### config.mk
export PLATFORM = sky130hd
export DESIGN_NAME = fetch_ctrl
export DESIGN_NICKNAME = d
export VERILOG_FILES = /design/src/rtl/cpu_pkg.sv /design/src/rtl/fetch_slot.sv /design/src/rtl/fetch_ctrl.sv
export SDC_FILE = /design/constraint.sdc
export NUM_CORES = 1
export LEC_CHECK = 0
export CAP_MARGIN = 10
export CORE_MARGIN = 2
export CORE_UTILIZATION = 30
export DETAILED_ROUTE_END_ITERATION = 7
export PLACE_DENSITY = 0.59
export SKIP_LAST_GASP = 1
export SLEW_MARGIN = 5
export SYNTH_ARGS = -nofsm -noshare
export SYNTH_HDL_FRONTEND = slang
export SYNTH_SLANG_ARGS = --single-unit
### constraint.sdc
create_clock -name clk -period 3.14 [get_ports clk]
set_clock_uncertainty 0.15 [all_clocks]
set_input_delay 0.471 -clock clk [delete_from_list [all_inputs] [get_ports clk]]
set_output_delay 0.471 -clock clk [all_outputs]
set_load 0.005 [all_outputs]
### src/rtl/cpu_pkg.sv
// Shared core definitions: datapath width, fetch FSM states and reset constants.
package cpu_pkg;

    localparam int unsigned XLEN = 32;

    localparam logic [XLEN-1:0] RESET_PC_DEFAULT = 32'h0000_0000;
    // addi x0, x0, 0
    localparam logic [XLEN-1:0] NOP_INST = 32'h0000_0013;

    typedef enum logic [1:0] {
        StIdle,
        StFetch,
        StWait,
        StDrain
    } fetch_state_e;

    function automatic logic [XLEN-1:0] word_align(input logic [XLEN-1:0] addr);
        return addr & ~{{(XLEN-2){1'b0}}, 2'b11};
    endfunction

endpackage

### src/rtl/fetch_slot.sv
// One-entry output register between fetch and decode; holds pc, pc+4 and instruction.
module fetch_slot
    import cpu_pkg::*;
#(
    parameter logic [XLEN-1:0] RESET_PC = RESET_PC_DEFAULT
) (
    input  logic            clk,
    input  logic            reset,
    input  logic            i_load,
    input  logic [XLEN-1:0] i_load_pc,
    input  logic [XLEN-1:0] i_load_inst,
    input  logic            i_consume,
    input  logic            i_flush,
    output logic            o_valid,
    output logic [XLEN-1:0] o_pc,
    output logic [XLEN-1:0] o_pc4,
    output logic [XLEN-1:0] o_inst
);

    logic            r_valid;
    logic [XLEN-1:0] r_pc;
    logic [XLEN-1:0] r_pc4;
    logic [XLEN-1:0] r_inst;

    // Flush beats load beats consume; a load in the consume cycle keeps the slot full.
    always_ff @(posedge clk or negedge reset) begin
        if (!reset) begin
            r_valid <= 1'b0;
            r_pc    <= RESET_PC;
            r_pc4   <= RESET_PC + 32'd4;
            r_inst  <= NOP_INST;
        end else if (i_flush) begin
            r_valid <= 1'b0;
            r_inst  <= NOP_INST;
        end else if (i_load) begin
            r_valid <= 1'b1;
            r_pc    <= i_load_pc;
            r_pc4   <= i_load_pc + 32'd4;
            r_inst  <= i_load_inst;
        end else if (i_consume) begin
            r_valid <= 1'b0;
        end
    end

    assign o_valid = r_valid;
    assign o_pc    = r_pc;
    assign o_pc4   = r_pc4;
    assign o_inst  = r_inst;

endmodule

### src/rtl/fetch_ctrl.sv
// Fetch sequencer: owns the pc, drives the imem req/ack handshake and fills the decode slot.
module fetch_ctrl
    import cpu_pkg::*;
#(
    parameter logic [XLEN-1:0] RESET_PC = RESET_PC_DEFAULT
) (
    input  logic            clk,
    input  logic            reset,
    input  logic            redirect,
    input  logic [XLEN-1:0] redirect_pc,
    input  logic            id_ready,
    output logic            imem_req,
    output logic [XLEN-1:0] imem_addr,
    input  logic            imem_ack,
    input  logic [XLEN-1:0] imem_rdata,
    output logic            if_valid,
    output logic [XLEN-1:0] if_pc,
    output logic [XLEN-1:0] if_pc4,
    output logic [XLEN-1:0] if_inst
);

    fetch_state_e    r_state;
    fetch_state_e    w_state_nxt;
    logic [XLEN-1:0] r_pc;
    logic [XLEN-1:0] w_pc_nxt;
    logic [XLEN-1:0] r_drain_addr;
    logic [XLEN-1:0] w_drain_addr_nxt;
    logic            w_slot_free;
    logic            w_load;
    logic            w_flush;
    logic            w_consume;
    logic [XLEN-1:0] w_target;

    assign w_slot_free = !if_valid || id_ready;
    assign w_consume   = if_valid && id_ready;
    assign w_target    = word_align(redirect_pc);

    always_ff @(posedge clk or negedge reset) begin
        if (!reset) begin
            r_state      <= StIdle;
            r_pc         <= RESET_PC;
            r_drain_addr <= RESET_PC;
        end else begin
            r_state      <= w_state_nxt;
            r_pc         <= w_pc_nxt;
            r_drain_addr <= w_drain_addr_nxt;
        end
    end

    always_comb begin
        w_state_nxt      = r_state;
        w_pc_nxt         = r_pc;
        w_drain_addr_nxt = r_drain_addr;
        imem_req         = 1'b0;
        imem_addr        = r_pc;
        w_load           = 1'b0;
        w_flush          = 1'b0;

        unique case (r_state)
            StIdle: begin
                w_state_nxt = StFetch;
            end
            StFetch: begin
                if (redirect) begin
                    w_flush  = 1'b1;
                    w_pc_nxt = w_target;
                end else if (w_slot_free) begin
                    imem_req = 1'b1;
                    if (imem_ack) begin
                        w_load   = 1'b1;
                        w_pc_nxt = r_pc + 32'd4;
                    end else begin
                        w_state_nxt = StWait;
                    end
                end
            end
            StWait: begin
                // req/addr must stay stable until ack, even across a redirect.
                imem_req = 1'b1;
                if (redirect) begin
                    w_flush  = 1'b1;
                    w_pc_nxt = w_target;
                    if (imem_ack) begin
                        w_state_nxt = StFetch;
                    end else begin
                        w_state_nxt      = StDrain;
                        w_drain_addr_nxt = r_pc;
                    end
                end else if (imem_ack) begin
                    w_load      = 1'b1;
                    w_pc_nxt    = r_pc + 32'd4;
                    w_state_nxt = StFetch;
                end
            end
            StDrain: begin
                imem_req  = 1'b1;
                imem_addr = r_drain_addr;
                if (redirect) begin
                    w_flush  = 1'b1;
                    w_pc_nxt = w_target;
                end
                if (imem_ack) begin
                    w_state_nxt = StFetch;
                end
            end
            default: begin
                w_state_nxt = StIdle;
            end
        endcase
    end

    fetch_slot #(
        .RESET_PC (RESET_PC)
    ) u_slot (
        .clk         (clk),
        .reset       (reset),
        .i_load      (w_load),
        .i_load_pc   (r_pc),
        .i_load_inst (imem_rdata),
        .i_consume   (w_consume),
        .i_flush     (w_flush),
        .o_valid     (if_valid),
        .o_pc        (if_pc),
        .o_pc4       (if_pc4),
        .o_inst      (if_inst)
    );

endmodule

=== After elaboration in Yosys (flattened, before gate mapping) ===
Cells that the tools add are included.

* Register bits after elaboration: 163
* Bits of input ports: 69
* Output and inout port bits: 130
* Logic and storage cells: 60

* $add $sub $neg: 1
* Equal/unequal tests: 8
* Multiplexer cells: 29
* Bitwise logic cells: 2
* Reductions and logical operators: 13

{| class="wikitable"
|+ Operators with widths
! operator !! number
|-
| 32-bit two-way mux || 8
|-
| 32-bit one-hot mux with 3 select lines || 1
|-
| 32-bit by 3-bit adder with 32-bit output (second input constant) || 1
|-
| 2-bit two-way mux || 6
|-
| 1-bit two-way mux || 11
|-
| 3-bit AND reduction || 3
|-
| 2-bit != test (second input constant) || 4
|-
| 2-bit one-hot mux with 4 select lines || 1
|-
| 3-bit nonzero test || 2
|-
| 2-bit == test (second input constant) || 2
|-
| 1-bit one-hot mux with 2 select lines || 2
|-
| 3-bit != test (second input constant) || 1
|-
| 3-bit OR reduction || 1
|-
| 2-bit by 1-bit == test with 1-bit output (second input constant) || 1
|-
| 2-bit zero test || 1
|-
| 1-bit NOT || 2
|-
| 2-bit AND reduction || 1
|-
| 2-bit nonzero test || 1
|-
| 2-bit OR reduction || 1
|-
| 1-bit logical AND || 1
|-
| 1-bit zero test || 1
|-
| 1-bit logical OR || 1
|}

=== Logic depth before layout (Yosys ltp) ===
* Depth in word-level cells: 7
* Depth in mapped cells: 8
* Gate-level depth less buffers: 6

=== Cells and area by module ===
Synthesis repeated with hierarchy kept, for this count alone.

* Cell total of the unflattened synthesis: 739
* Area, all modules: 7,852.5 um2

{| class="wikitable"
|+ Modules (own cells, without submodules)
! module !! instances !! cells an instance !! area an instance (um2) !! seq. area each (um2)
|-
| fetch_slot || 1 || 359 || 4,180.3 || 2,382.3
|-
| fetch_ctrl || 1 || 380 || 3,672.3 || 1,551.5
|}

=== Least setup slack after synthesis ===
OpenSTA, ideal clock, no wires.

* Kind: register to output
* Start: reg r_state[0]
* End: out imem_addr[10]
* Data arrival time: 1.658 ns
* Data required time: 2.519 ns
* Slack: 0.861 ns
* Cell stages (with the launch flop): 5
* Path buffers: 2
* Path through: dfrtp_1 > ha_1 > buf_1 > buf_1 > mux2_2

* Longest elaborated chain between the ends: 2

{| class="wikitable"
|+ RTL lines
! what !! RTL line !! text
|-
| start, declared || fetch_ctrl.sv:22 || <nowiki>fetch_state_e r_state;</nowiki>
|-
| start signal, assigned || fetch_ctrl.sv:40 || <nowiki>r_state <= StIdle;</nowiki>
|-
| start signal, assigned || fetch_ctrl.sv:44 || <nowiki>r_state <= w_state_nxt;</nowiki>
|-
| 2-bit == test || fetch_ctrl.sv:59 || <nowiki>unique case (r_state)</nowiki>
|-
| 32-bit two-way mux || fetch_ctrl.sv:59 ||
|-
| end, declared || fetch_ctrl.sv:13 || <nowiki>output logic [XLEN-1:0] imem_addr,</nowiki>
|}

No other way between the ends.

=== Final worst setup path ===
Same ends and word-level chain as after synthesis.

==> impl_metrics.yaml <==
yosys:
  syn_area_per_cell_um2: 10.1
  synth_top_flop_cell: "dfrtp_1"
  synth.distinct_cells: 57
  synth.ff_latch_count: 155
  synth_seq_area_share_pct: 49.0
  synthesis.area_um2: 7930
  synth-edff-count: 0
  synthArstFlopShare_pct: 100
  yosysWarnings: 0
  netlist_instances: 782
setup_path:
  worst-setup-path-type: "reg -> out"
  worstSetupStartpoint: "r_state[0]"
  critPathLaunchType: "flop"
  timing.rr.end: "u_slot.o_pc4[18]"
  r2r_cells: 5
  crit_end: "imem_addr[10]"
  worstPathMaxFanout: 18
  worstPathArrival_ns: 2.32
  cp-end-kind: "primary output"
  r2r_slack_ns: 0.50
  crit_required_ns: 2.52
  timing.rr.start: "r_pc[2]"
grt:
  grtUsageTotal_pct: 17.8
  grt_pass1_wl_mm: 39.2
  grt_pass1_vias: 6679
  grt_max_degree: 71
  grt-ovfl-total: 0
  antenna_found_initial: 2
placed_design:
  dp_slack_ns: 0.441
  globalplace.congestion: 0.820
  hpwl_mm: 16.9
  place_area_um2: 10200
  io_buffers: 190
sta:
  rsz0062_at_grt: "no"
  fin_crit_ns: 2.94
  drv_slew: 0
  finalSetupViolCount: 0
  clock.fmax_mhz: 340
  finalHoldViolations: 0
  slew_headroom_pct: 50.2
  setup-tns-final_ns: 0
  worstMarginPinSlew_ns: 0.744
  setup_slack_ns: 0.202
  finalCritPeriodShare_pct: 93.6
final_layout:
  mostFrequentLayoutCells: "clkdlybuf4s50_1, dfrtp_1, o21ai_0"
  layout_commonest_cell: "clkdlybuf4s50_1"
  fin_nets: 1025
  drive_gt1_share_pct: 17.9
  stdcell_area_um2: 10800
  num_antenna_cells: 0
  syn_to_final_growth_pct: 36.2
floorplan:
  die_w_um: 167
  pin_count: 199
  num_rows: 59
  core_um2: 26000
  die-area_um2: 27800
  initial_core_util_pct: 30.5
  fp.dieH_um: 167
detailed_routing:
  first_pass_iters: 5
  wl_per_cell_um: 19.1
  wl_mm: 24.8
  via_count: 6832
  detail-route-antenna-nets: 0
  post-route-drc-count: 0
  drtIter0Drc: 490
  viasPerCell: 5.26
power_and_ir_drop:
  p_int_mw: 6.93
  p_per_area_nw_per_um2: 1030
  p_comb_share_pct: 47.5
  p_switching_mw: 4.23
  sequentialPowerShare_pct: 33.4
  p_leak_nw: 4.18
  switching_share_pct: 37.9
  finalPower_mw: 11.2
  vdd_ir_drop_max_mv: 0.515
  p_clk_share_pct: 19.1
job:
  cap_violations: 0
outcome:
  status: "completed"
min_path:
  hold_class: "reg -> reg"
clock_tree:
  cts-buffers-inserted: 17
  clockRootBuffer: "clkbuf_16"
  cts_sinks: 155
  tritoncts: "done"
  clock_path_buffers: 2
  clkLatencyLatePin_ns: 0.43
  path_clk_slew_ns: 0.07
  h-tree-depth: 4
==> logic make-up (layout without fill, tap and decap cells) <==
kind of cell | count (synthesis) | count (layout) | synth area share (%)
simple gates | 221 | 221 | 14.3
buf+inv | 93 | 270 | 6.07
mux | 80 | 80 | 11.3
fa+ha+maj | 5 | 5 | 0.789
other cells | 1 | 6 | 0.0473
xor+xnor | 13 | 13 | 1.44
compound gates | 214 | 214 | 17.1
flops | 155 | 155 | 49.0
==> registers in the layout, indices dropped and copies added (netlist names) <==
signal / flops
r_state: 2
u_slot.o_inst: 32
u_slot.o_valid: 1
u_slot.o_pc: 30
r_drain_addr: 30
u_slot.o_pc4: 30
r_pc: 30
==> worst min-delay path by stage <==
stage	cells past startpoint	from	slack (ns)	end
6_report	2	r_drain_addr[27]	0.33	r_drain_addr[27]
5_1_grt	1	u_slot.o_pc[15]	0.36	u_slot.o_pc[15]
4_1_cts	2	r_drain_addr[27]	0.34	r_drain_addr[27]
3_5_place_dp	2	r_drain_addr[27]	0.32	r_drain_addr[27]
3_3_place_gp	2	r_drain_addr[19]	0.31	r_drain_addr[19]
2_1_floorplan	0	reset	0.03	r_drain_addr[10]
==> what timing repair did <==
| action | 4_1_cts | 5_1_grt |
|---|---|---|
| hold buffers | 1 | 0 |
| endpoints found under the setup margin | 9 | 0 |
| resized for setup | 1 | 0 |
| setup buffers | 0 | 0 |
| hold endpoints to repair | 64 | 0 |
==> stage by stage <==
step	cells	hold WS (ns)	utilization [%]
finish	1299	0.333	41.6
global route	1299	0.364	41.6
CTS	1299	0.339	41.6
detailed placement	1266	0.323	39.2
global placement	1266	0.314	39.2
floorplan	787	0.0254	-
==> cells in the mapped netlist (14+ instances only) <==
cell type / number / area (µm²)
a21oi_1: 31 / 155
a31oi_1: 17 / 106
a32oi_1: 15 / 131
clkbuf_1: 49 / 184
dfrtp_1: 151 / 3780
mux2_2: 79 / 890
nand2_1: 67 / 251
nand3_1: 55 / 275
nor2_1: 24 / 90.1
o211ai_1: 14 / 105
o21ai_0: 88 / 440
or3_1: 17 / 106
==> layer usage <==
| layer | global-route usage (%) | routed length [µm] | up-vias | part of all wire (%) |
|---|---|---|---|---|
| li1 | - | - | 3219 | - |
| met1 | 25.6 | 12000 | 3362 | 48 |
| met5 | 0 | 0 | - | 0 |
| met4 | 5.06 | 382 | 0 | 1.5 |
| met2 | 26.7 | 11000 | 224 | 44 |
| met3 | 4.09 | 1440 | 27 | 5.8 |
==> critical path, stage by stage (launching register included) <==
cell	delay [ns]
dfrtp_1	0.46
ha_4	0.39
buf_4	0.24
mux2_2	0.35
clkdlybuf4s50_1	0.45
==> final cells by class <==
type	instances	area, µm²
Fill cell	2555	15200
Sequential cell	155	3880
Multi-Input combinational cell	539	3630
Timing Repair Buffer	230	2240
Clock buffer	17	425
Tap cell	335	419
Clock inverter	15	169
Inverter	8	30.0
==> power groups by stage <==
stage	Combinational [mW]	Sequential [mW]	Clock [mW]
after floorplan	2.83	3.41	0
after global placement	5.29	3.72	0
after detailed placement	5.32	3.75	0
after CTS	5.35	3.72	2.19
after global routing	5.78	3.87	2.28
final	5.30	3.73	2.13
Power figures use the tool's default switching activity.
